--- config.mk ---
export PLATFORM = sky130hd
export DESIGN_NAME = i2c_audio_master
export DESIGN_NICKNAME = d
export VERILOG_FILES = /design/src/rtl/i2c_audio_master.sv
export SDC_FILE = /design/constraint.sdc
export NUM_CORES = 1
export LEC_CHECK = 0
export CAP_MARGIN = 30
export CORE_AREA = 2 2 79 81
export DETAILED_ROUTE_END_ITERATION = 8
export DIE_AREA = 0 0 81 83
export PLACE_DENSITY_LB_ADDON = 0.1
export SLEW_MARGIN = 30
export SYNTH_ARGS = -nofsm -noshare
export SYNTH_HDL_FRONTEND = slang
export SYNTH_SLANG_ARGS = --single-unit
--- constraint.sdc ---
create_clock -name clk -period 2.1 [get_ports clk]
set_input_delay 0.21 -clock clk [delete_from_list [all_inputs] [get_ports clk]]
set_output_delay 0.21 -clock clk [all_outputs]
set_load 0.02 [all_outputs]
--- src/rtl/i2c_audio_master.sv ---
// i2c_audio_master: single-master I2C reader fetching one 16-bit audio sample
// per start_i request (START, address+R, two data bytes, ACK then NACK, STOP).
// Optional feature: define I2C_CLOCK_STRETCH_EN to honour slave clock
// stretching (quarter-tick counter waits for scl_i high after SCL release).
module i2c_audio_master #(
  parameter logic [6:0]  I2C_SLAVE_ADDRESS = 7'h45,
  parameter int unsigned CLK_DIV           = 125
) (
  input  logic        clk,
  input  logic        rst_n,
  input  logic        start_i,
  input  logic        scl_i,
  output logic        scl_o,
  output logic        scl_t,
  input  logic        sda_i,
  output logic        sda_o,
  output logic        sda_t,
  output logic [15:0] audio_data_o,
  output logic        audio_valid_o,
  output logic        busy_o,
  output logic        nack_o
);

  typedef enum logic [3:0] {
    IDLE, START, ADDR, ADDR_ACK, DATA_HI, ACK_HI, DATA_LO, NACK_LO, STOP, DONE
  } state_t;

  localparam logic [7:0]  ADDR_BYTE = {I2C_SLAVE_ADDRESS, 1'b1};
  localparam logic [15:0] DIV_LAST  = 16'(CLK_DIV - 1);

  state_t      r_state;
  logic [15:0] r_qcnt;
  logic [1:0]  r_q;
  logic [2:0]  r_bitcnt;
  logic [15:0] r_shift;
  logic        r_acked;
  logic        r_scl_t;
  logic        r_sda_t;
  logic [15:0] r_data;
  logic        r_valid;
  logic        r_busy;
  logic        r_nack;

  logic        w_tick;
  logic        w_hold;
  logic        w_sda_bit;

`ifdef I2C_CLOCK_STRETCH_EN
  // SCL was released at Q1; wait here while a slave keeps it low.
  assign w_hold = (r_q == 2'd2) && !scl_i;
`else
  logic w_unused_scl;
  assign w_unused_scl = scl_i;
  assign w_hold       = 1'b0;
`endif

  assign w_tick = (r_state != IDLE) && !w_hold && (r_qcnt == DIV_LAST);

  // SDA level to present at Q0 of the current bit (1 = released).
  always_comb begin
    w_sda_bit = 1'b1;
    case (r_state)
      ADDR:    w_sda_bit = ADDR_BYTE[r_bitcnt];
      ACK_HI:  w_sda_bit = 1'b0;
      default: w_sda_bit = 1'b1;
    endcase
  end

  // Quarter-period divider: runs only while busy, frozen during a stretch.
  always_ff @(posedge clk or negedge rst_n) begin
    if (!rst_n) begin
      r_qcnt <= '0;
    end else if (r_state == IDLE) begin
      r_qcnt <= '0;
    end else if (w_hold) begin
      r_qcnt <= r_qcnt;
    end else if (r_qcnt == DIV_LAST) begin
      r_qcnt <= '0;
    end else begin
      r_qcnt <= r_qcnt + 16'd1;
    end
  end

  // Transaction FSM with registered line controls and strobes.
  always_ff @(posedge clk or negedge rst_n) begin
    if (!rst_n) begin
      r_state  <= IDLE;
      r_q      <= '0;
      r_bitcnt <= '0;
      r_shift  <= '0;
      r_acked  <= 1'b0;
      r_scl_t  <= 1'b1;
      r_sda_t  <= 1'b1;
      r_data   <= '0;
      r_valid  <= 1'b0;
      r_busy   <= 1'b0;
      r_nack   <= 1'b0;
    end else begin
      r_valid <= 1'b0;
      r_nack  <= 1'b0;
      case (r_state)
        IDLE: begin
          r_q <= '0;
          if (start_i) begin
            r_state  <= START;
            r_busy   <= 1'b1;
            r_bitcnt <= 3'd7;
            r_acked  <= 1'b0;
            r_shift  <= '0;
          end
        end
        START: begin
          if (w_tick) begin
            if (r_q == 2'd0) begin
              r_sda_t <= 1'b0;
              r_q     <= 2'd1;
            end else begin
              r_scl_t <= 1'b0;
              r_q     <= 2'd0;
              r_state <= ADDR;
            end
          end
        end
        ADDR, ADDR_ACK, DATA_HI, ACK_HI, DATA_LO, NACK_LO: begin
          if (w_tick) begin
            r_q <= r_q + 2'd1;
            case (r_q)
              2'd0: r_sda_t <= w_sda_bit;
              2'd1: r_scl_t <= 1'b1;
              2'd2: begin
                if (r_state == ADDR_ACK) begin
                  r_acked <= !sda_i;
                end else if (r_state == DATA_HI || r_state == DATA_LO) begin
                  r_shift <= {r_shift[14:0], sda_i};
                end
              end
              default: begin
                r_scl_t <= 1'b0;
                case (r_state)
                  ADDR: begin
                    if (r_bitcnt == 3'd0) r_state <= ADDR_ACK;
                    else r_bitcnt <= r_bitcnt - 3'd1;
                  end
                  ADDR_ACK: begin
                    r_bitcnt <= 3'd7;
                    if (r_acked) begin
                      r_state <= DATA_HI;
                    end else begin
                      r_nack  <= 1'b1;
                      r_state <= STOP;
                    end
                  end
                  DATA_HI: begin
                    if (r_bitcnt == 3'd0) r_state <= ACK_HI;
                    else r_bitcnt <= r_bitcnt - 3'd1;
                  end
                  ACK_HI: begin
                    r_bitcnt <= 3'd7;
                    r_state  <= DATA_LO;
                  end
                  DATA_LO: begin
                    if (r_bitcnt == 3'd0) r_state <= NACK_LO;
                    else r_bitcnt <= r_bitcnt - 3'd1;
                  end
                  default: r_state <= STOP;
                endcase
              end
            endcase
          end
        end
        STOP: begin
          // SCL is low on entry: pull SDA low first so the SCL release
          // cannot be mistaken for a repeated START.
          if (w_tick) begin
            case (r_q)
              2'd0: begin
                r_sda_t <= 1'b0;
                r_q     <= 2'd1;
              end
              2'd1: begin
                r_scl_t <= 1'b1;
                r_q     <= 2'd2;
              end
              default: begin
                r_sda_t <= 1'b1;
                r_q     <= 2'd0;
                r_state <= DONE;
              end
            endcase
          end
        end
        DONE: begin
          // Address ACK implies the full read ran; NACK leaves data untouched.
          if (r_acked) begin
            r_data  <= r_shift;
            r_valid <= 1'b1;
          end
          r_bitcnt <= '0;
          r_busy   <= 1'b0;
          r_state  <= IDLE;
        end
        default: begin
          r_state <= IDLE;
          r_busy  <= 1'b0;
        end
      endcase
    end
  end

  assign scl_o         = 1'b0;
  assign sda_o         = 1'b0;
  assign scl_t         = r_scl_t;
  assign sda_t         = r_sda_t;
  assign audio_data_o  = r_data;
  assign audio_valid_o = r_valid;
  assign busy_o        = r_busy;
  assign nack_o        = r_nack;

endmodule

==> results of run 1 <==
## power breakdown
part	leakage, nW	switching [W]	internal (W)
registers	0.848	0	0.00121
clock network	0.105	0.000498	0.000704
logic	0.776	0.0000293	0.0000119
## registers in the layout (all words and copies together) (netlist names)
name           count
r_acked            1
audio_data_o      16
r_state            4
audio_valid_o      1
r_bitcnt           3
sda_t              1
r_shift           16
r_qcnt            16
busy_o             1
scl_t              1
r_q                2
nack_o             1
## per-stage QoR
step	util, %	instances	cell area (um2)
6_report	66.8	431	3880
5_1_grt	66.8	431	3880
4_1_cts	66.6	431	3870
3_5_place_dp	62.5	414	3630
3_3_place_gp	62.5	414	3630
2_1_floorplan	-	320	3290
## timing repair
action                     in CTS  in global routing
hold buffers                    1                  0
hold endpoints to repair       61                  0
resized for setup               0                  2
setup endpoints to repair       0                  2
## worst max-delay path by stage
stage                  endpoint  slack (ps)  depth (start not counted)
global route         r_state[1]         -20                          8
CTS                 r_bitcnt[1]         100                          7
floorplan           r_shift[10]         280                          8
detailed placement  r_bitcnt[0]         110                          7
finish              r_shift[11]         100                          8
global placement    r_bitcnt[1]         160                          7
## cells in the final DEF (no fill, tap or decap), types with 3 or more instances in the layout
master / n
nand4_1: 7
nor2_1: 25
and2_1: 3
inv_1: 12
buf_4: 12
o21a_1: 3
o21ai_0: 11
ha_1: 9
o21ai_2: 14
xnor2_1: 3
o21bai_1: 3
clkinvlp_4: 3
a21oi_1: 15
clkbuf_8: 10
mux2_2: 20
nor4_1: 4
nand3b_1: 3
nand3_1: 6
clkdlybuf4s50_1: 23
o31ai_1: 3
dfrtp_1: 61
nand2_1: 45
nor3_1: 3
xor2_1: 11
## metal layers
layer	up-vias	share of wire [%]
met3	9	4.1
met5	-	0
met2	50	47
met1	1174	47
li1	1180	-
met4	0	1.4
## logic make-up (layout without fill, tap and decap cells)
group	count (synthesis)	after routing	share of synthesized area, %
xor+xnor	14	14	3.73
other cells	1	2	0.114
flops	63	63	48.0
buf+inv	31	67	5.02
simple gates	112	112	17.9
mux	22	22	7.46
compound gates	67	67	14.3
fa+ha+maj	9	9	3.42
## tightest hold or removal path: cells and delay by family
| family | cells | cell delay (ps) |
|---|---|---|
| buffers and inverters | 3 | 930 |
## area by class of cell
| class | count | share of cell area, % |
|---|---|---|
| inverters | 12 | 1.16 |
| well taps | 75 | 2.42 |
| flip-flops and latches | 63 | 40.7 |
| repair buffers | 39 | 9.67 |
| clock buffers | 10 | 3.54 |
| clock inverters | 6 | 2.35 |
| multi-input cells | 226 | 40.2 |
==> impl_metrics.toml, run 1 <==
[global_route]
grtUsageMet3_pct = 4.02
use_met1_pct = 28.2
grt_pass1_wl_mm = 11.0
grt_pass1_vias = 2376
grt_max_degree = 64
overflow = 0
grt-busiest-layer = "met2"
antenna_found_initial = 0
grt_util_met2_pct = 32.0
grt_usage_pct = 20.6

[routing]
drc = 0
vias = 2413
detail-route-antenna-nets = 0
drt-pass1-iter-count = 4
wirelength_mm = 6.29
routed_via_density = 5.60
wl_per_cell_um = 14.6
drt_iter0_markers = 168

[setup_path]
crit_type = "register to register"
rrSetupSlack_ps = 100
critPathSlowestCell = "a2111o_1"
setup.worst_path.start_class = "register"
r2r_cells = 8
critPathRequiredTime_ps = 2330
worstPathCellList = "inv_1 > ha_1 > and3b_1 > nand4_4 > a2111o_1 > buf_12 > nand2_1 > o21ai_2"
cpLargestDelayFamily = "simple AND/OR/NAND/NOR gates"
r2r_start = "r_qcnt[0]"
cp.arrival_ps = 2230
cp-startpoint = "r_qcnt[0]"
crit_fanout = 32
cp_num_buf_inv = 2
slowest_delay_ps = 470
r2r_end = "r_shift[11]"
worst_setup_path_end_kind = "register"

[clock_network]
ctsRootBufferMaster = "clkbuf_8"
clock_sinks = 63
cts-buffers-inserted = 9
postCtsSetupRepairBufs = 0
cts_tree = "yes"
clk_pin_slew_ps = 70
clk_latency_ps = 340
htree_levels = 3
clock_path_buffers = 2

[finish]
diodes = 0
multi_input_area_mm2 = 0.00156
nFillCells = 460
final_net_count = 365
syn_to_final_growth_pct = 18.0
seq_area_mm2 = 0.00158
layout-drive-gt1-share_pct = 21.6

[power]
ir_drop_v = 0.000413
leakagePower_nw = 1.73
power_w = 0.00246
power.density_mw_per_mm2 = 632

[timing]
fin_hold_ws_ps = 405
finalMaxSlewViolations = 0
finalHoldViolations = 0
max_freq_mhz = 501
skew_ps = 7.70
setup_viol = 0
tns_ps = 0
fin_crit_sh_pct = 95.0
layout_min_cycle_time_ps = 2000
setup_slack_ps = 105

[logic_synthesis]
synth_top_area_cell = "dfrtp_1"
yosys.area.top_type_share_pct = 46.4
synth_warnings = 0
synth_commonest_cells = "61 x dfrtp_1, 45 x nand2_1, 25 x nor2_1"
synth_flop_cell = "dfrtp_1"
synth.most_common_cell = "dfrtp_1"
syn_area_mm2 = 0.00329
ys_ff_latch = 63
ys_seq_area_share_pct = 48.0
avgSynthCellArea_um2 = 10.3
yosys-top-cells-area = "dfrtp_1 46%, mux2_2 6.8%, nand2_1 5.1%"
ys_types = 55
synth-async-reset-ratio_pct = 100
synthCells = 319
synth-edff-count = 0

[placed_design]
portBuffers = 24
post-place-ws_ps = 108
gp_congestion = 0.838
hpwl_mm = 4.15

[outcome]
status = "finished clean"

[floorplan]
dieWidth_um = 81
start_util_pct = 56.6
rows = 28
die_area_mm2 = 0.00672
core-area_mm2 = 0.00582
ios = 28
die_y_um = 83

[flow_run]
maxCapViolCount = 0

[hold_path]
hold_class = "input pin to asynchronous set/reset pin"
(Power assumes the default switching activity.)
==> run 2: changes to the inputs <==
--- a/config.mk
+++ b/config.mk
@@ -5,10 +5,11 @@
 export SDC_FILE = /design/constraint.sdc
 export NUM_CORES = 1
 export LEC_CHECK = 0
-export CAP_MARGIN = 30
+export CAP_MARGIN = 15
 export CORE_AREA = 2 2 79 81
 export DETAILED_ROUTE_END_ITERATION = 8
 export DIE_AREA = 0 0 81 83
+export GPL_TIMING_DRIVEN = 0
 export PLACE_DENSITY_LB_ADDON = 0.1
 export SLEW_MARGIN = 30
 export SYNTH_ARGS = -nofsm -noshare
==> run 2 against run 1 <==
Hold slack got worse by 73 ps. Via count increased by 2.5%. Core utilization about the same. Count of clock-buffer cells in the layout unchanged. First-iteration DRC count decreased by 43%. Non-clock buffer count increased by 8. Maximum frequency decreased by 0.89%.
==> impl_metrics.toml, run 2 (synthesis results as in run 1) <==
[outcome]
status = "finished clean"

[finish]
multi_input_area_mm2 = 0.00157
final_net_count = 373
nFillCells = 492
layout-drive-gt1-share_pct = 21.7
seq_area_mm2 = 0.00158
syn_to_final_growth_pct = 18.0
final_common_cell = "dfrtp_1"
final_cell_mix = "61 x dfrtp_1, 44 x nand2_1, 25 x nor2_1"
diodes = 0
final_util_pct = 66.7

[timing]
skew_ps = 8.67
setup_slack_ps = 87.1
fin_hold_ws_ps = 332
slew_headroom_pct = 59.4
setup_viol = 0
grt_setup_unrepaired = "true"
tightest_slew_ps = 607
max_freq_mhz = 497
finalHoldViolations = 0
finalMaxSlewViolations = 0
fin_crit_sh_pct = 95.9
layout_min_cycle_time_ps = 2010

[global_route]
grt_pass1_vias = 2333
antenna_found_initial = 0
overflow = 0
grt_pass1_wl_mm = 10.7
grt_usage_pct = 20.2
grt_max_degree = 36

[floorplan]
start_util_pct = 56.6
core-area_mm2 = 0.00582
dieWidth_um = 81
rows = 28
die_area_mm2 = 0.00672
die_y_um = 83
ios = 28

[setup_path]
cp.arrival_ps = 2250
r2r_cells = 7
cpLargestDelayFamily = "compound AO/OA/AOI/OAI gates"
critPathSlowestCell = "dfrtp_1"
critPathRequiredTime_ps = 2340
cp_num_buf_inv = 1
path_common_cell = "o21ai_0"
slowest_delay_ps = 420
worst_setup_path_end_kind = "register"
setup.worst_path.start_class = "register"
worstPathCellList = "inv_1 > ha_1 > o21ai_0 > o21ai_0 > a211o_1 > nand2b_1 > o31ai_1"
crit_fanout = 7
crit_type = "register to register"
crit_cells = 7

[power]
ir_drop_v = 0.000443
leakagePower_nw = 1.73
power.density_mw_per_mm2 = 585

[clock_network]
htree_levels = 3
cts_tree = "yes"
ctsRootBufferMaster = "clkbuf_8"
clock_sinks = 63
clock_path_buffers = 2
cts-buffers-inserted = 9
clk_latency_ps = 340
clk_pin_slew_ps = 70

[routing]
wl_per_cell_um = 14.3
routed_via_density = 5.63
wirelength_mm = 6.29
detail-route-antenna-nets = 0
drt_iter0_markers = 96
drc = 0
vias = 2473
drt-pass1-iter-count = 4

[placed_design]
gp_congestion = 0.839
hpwl_mm = 4.41
portBuffers = 24
post-place-ws_ps = -9.52

[flow_run]
maxCapViolCount = 0

[hold_path]
hold_class = "input pin to asynchronous set/reset pin"
run 2: cell count changes in the layout (fill, tap and decap cells not counted), moves of 2 or more:
cell,change
clkbuf_2,+3
clkinv_2,+3
buf_4,-5
buf_6,+4
clkbuf_1,+6
clkinvlp_4,-2
run 2: layout make-up:
type,count,area share [%]
Clock buffer,10,3.29
Sequential cell,63,40.7
Inverter,12,1.16
Clock inverter,6,1.58
Buffer,19,3.16
Tap cell,75,2.42
Timing Repair Buffer,28,7.29
Multi-Input combinational cell,226,40.4
run 2: worst reg2reg max path, delay by kind of cell (launching register included):
family | cells | cell delay [ps]
compound gates | 4 | 880
fa+ha+maj | 1 | 290
buf+inv | 1 | 110
flops | 1 | 420
simple gates | 1 | 210
run 2: worst paths after layout:
| path | startpoint | endpoint | slack (ps) |
|---|---|---|---|
| worst min register to register | r_qcnt[0] | r_qcnt[0] | 460 |
| max in group asynchronous | rst_n | r_shift[4] | 1270 |
| min in group clk | r_qcnt[0] | r_qcnt[0] | 460 |
| worst min-delay path | rst_n | r_qcnt[3] | 330 |
| worst max register to register | r_q[0] | r_state[3] | 90 |
| worst max-delay path | r_q[0] | r_state[3] | 90 |
run 2: report_power, final:
part	switching, W	total [W]	internal (W)	leakage [nW]
clock	0.000471	0.00101	0.000544	0.0960
sequential	0	0.00121	0.00121	0.848
combinational	0.0000302	0.0000438	0.0000136	0.789
run 2: what timing repair did:
item / CTS / global route
hold buffers: 1 / 0
resized for setup: 1 / 6
hold endpoints to repair: 26 / 0
buffers inserted: 0 / 2
endpoints found under the setup margin: 9 / 28
gates cloned: 0 / 0
pin swaps: 0 / 2
run 2: per-layer routing:
| metal | vias up | wire length [um] | track usage, % |
|---|---|---|---|
| met1 | 1211 | 3090 | 28.9 |
| met2 | 54 | 2850 | 29.9 |
| met3 | 11 | 224 | 4.89 |
| met5 | - | 0 | 0 |
| met4 | 0 | 119 | 6.78 |
| li1 | 1197 | - | - |
run 2: stage by stage:
stage | total power (W) | std cells | TNS, ps | instance area, um2
after global routing | 0.00236 | 439 | -18.8 | 3880
final | 0.00227 | 439 | 0 | 3880
after detailed placement | 0.00128 | 420 | -26.5 | 3640
after global placement | 0.00128 | 419 | -75740 | 3630
after floorplan | 0.00124 | 320 | 0 | 3290
after CTS | 0.00229 | 437 | 0 | 3840
==> run 3: changes to the inputs <==
--- a/config.mk
+++ b/config.mk
@@ -11,6 +11,7 @@
 export DIE_AREA = 0 0 81 83
 export GPL_TIMING_DRIVEN = 0
 export PLACE_DENSITY_LB_ADDON = 0.1
+export SKIP_LAST_GASP = 1
 export SLEW_MARGIN = 30
 export SYNTH_ARGS = -nofsm -noshare
 export SYNTH_HDL_FRONTEND = slang
==> run 3 against run 2 <==
Via count unchanged. Design area unchanged. Sequential share of layout area unchanged. Non-clock buffer count unchanged. Clock power about the same.
==> impl_metrics.toml, run 3 (synthesis results as in run 1) <==
[timing]
slew_headroom_pct = 59.3
fin_hold_ws_ps = 332
fin_crit_sh_pct = 94.5
skew_ps = 8.58
grt_setup_unrepaired = "true"
tns_ps = 0
setup_viol = 0
finalHoldViolations = 0
finalMaxSlewViolations = 0
tightest_slew_ps = 608
layout_min_cycle_time_ps = 1990
max_freq_mhz = 504
setup_slack_ps = 114

[clock_network]
clk_pin_slew_ps = 70
ctsRootBufferMaster = "clkbuf_8"
cts-buffers-inserted = 9
cts_tree = "yes"
clk_latency_ps = 340
clock_path_buffers = 2
clock_sinks = 63
htree_levels = 3

[power]
power.density_mw_per_mm2 = 585
switching_share_pct = 22.0
leakagePower_nw = 1.73
comb_power_share_pct = 1.9
clkPwrFrac_pct = 44.6
p_int_w = 0.00177
p_switching_w = 0.000500
seqPwrFrac_pct = 53.4
ir_drop_v = 0.000443

[floorplan]
rows = 28
ios = 28
die_area_mm2 = 0.00672
start_util_pct = 56.6
core-area_mm2 = 0.00582
dieWidth_um = 81
die_y_um = 83

[setup_path]
r2r_start = "r_state[3]"
rrSetupSlack_ps = 110
crit_type = "register to register"
crit_fanout = 10
cp-startpoint = "r_state[3]"
critPathRequiredTime_ps = 2310
setup.worst_path.start_class = "register"
worst_setup_path_end_kind = "register"
cp.arrival_ps = 2190

[placed_design]
portBuffers = 24
post-place-ws_ps = -9.52
dp_cells = 420
placed_area_mm2 = 0.00364
gp_congestion = 0.839
hpwl_mm = 4.41

[finish]
layout-drive-gt1-share_pct = 21.7
final_common_cell = "dfrtp_1"
syn_to_final_growth_pct = 18.0
final_net_count = 373
stdcell_area_mm2 = 0.00388
nFillCells = 492
stdcell_count = 439
final_cell_mix = "61 x dfrtp_1, 44 x nand2_1, 25 x nor2_1"
diodes = 0

[global_route]
antenna_found_initial = 0
grt_pass1_vias = 2333
grt_max_degree = 36
grt_usage_pct = 20.2
overflow = 0
grt_pass1_wl_mm = 10.7

[outcome]
status = "finished clean"

[routing]
wirelength_mm = 6.25
detail-route-antenna-nets = 0
wl_per_cell_um = 14.2
routed_via_density = 5.63
drt-pass1-iter-count = 4
vias = 2473
drt_iter0_markers = 97
drc = 0

[flow_run]
maxCapViolCount = 0

[hold_path]
hold_class = "input pin to asynchronous set/reset pin"
run 3: area by class of cell:
| cell class | instances | area, um2 | share of cell area [%] |
|---|---|---|---|
| Inverter | 12 | 45.0 | 1.16 |
| Clock inverter | 6 | 61.3 | 1.58 |
| Clock buffer | 10 | 128 | 3.29 |
| Timing Repair Buffer | 28 | 283 | 7.29 |
| Multi-Input combinational cell | 226 | 1570 | 40.4 |
| Buffer | 19 | 123 | 3.16 |
| Tap cell | 75 | 93.8 | 2.42 |
| Sequential cell | 63 | 1580 | 40.7 |
run 3: worst max-delay path, cell delays in order, from the launching register on:
cell and delay [ps]:
dfrtp_1 390, clkbuf_1 340, clkbuf_1 400, clkbuf_2 320
a21oi_1 80, o21ai_0 210, o41ai_2 100
run 3: per-layer routing:
layer | vias up | track usage [%] | part of all wire [%]
met5 | - | 0 | 0
met4 | 0 | 6.78 | 2.3
met3 | 13 | 4.89 | 4.0
met2 | 60 | 29.9 | 46
met1 | 1205 | 28.9 | 48
li1 | 1195 | - | -
run 3: power groups by stage:
stage          registers [W]   logic [W]  clock network (W)
4_1_cts              0.00121   0.0000458            0.00103
5_1_grt              0.00121   0.0000511            0.00110
6_report             0.00121   0.0000438            0.00101
3_5_place_dp         0.00124   0.0000442                  0
2_1_floorplan        0.00124  0.00000818                  0
3_3_place_gp         0.00124   0.0000396                  0
run 3: timing repair:
action | 4_1_cts | 5_1_grt
hold endpoints to repair | 26 | 0
cloned | 0 | 0
pin swaps | 0 | 2
setup endpoints to repair | 9 | 28
hold buffers | 1 | 0
setup buffers | 0 | 2
resized for setup | 1 | 5
run 3: final timing paths:
check | endpoint | cells after the start
min reg2reg | r_qcnt[0] | 1
max in group asynchronous | r_shift[4] | 3
min | r_qcnt[3] | 2
max reg2reg | r_state[1] | 6
max | r_state[1] | 6
min in group clk | r_qcnt[0] | 1
run 3: through the flow:
step	util [%]	power, W
finish	66.7	0.00227
global route	66.7	0.00236
global placement	62.4	0.00128
floorplan	-	0.00124
CTS	66.1	0.00229
detailed placement	62.7	0.00128
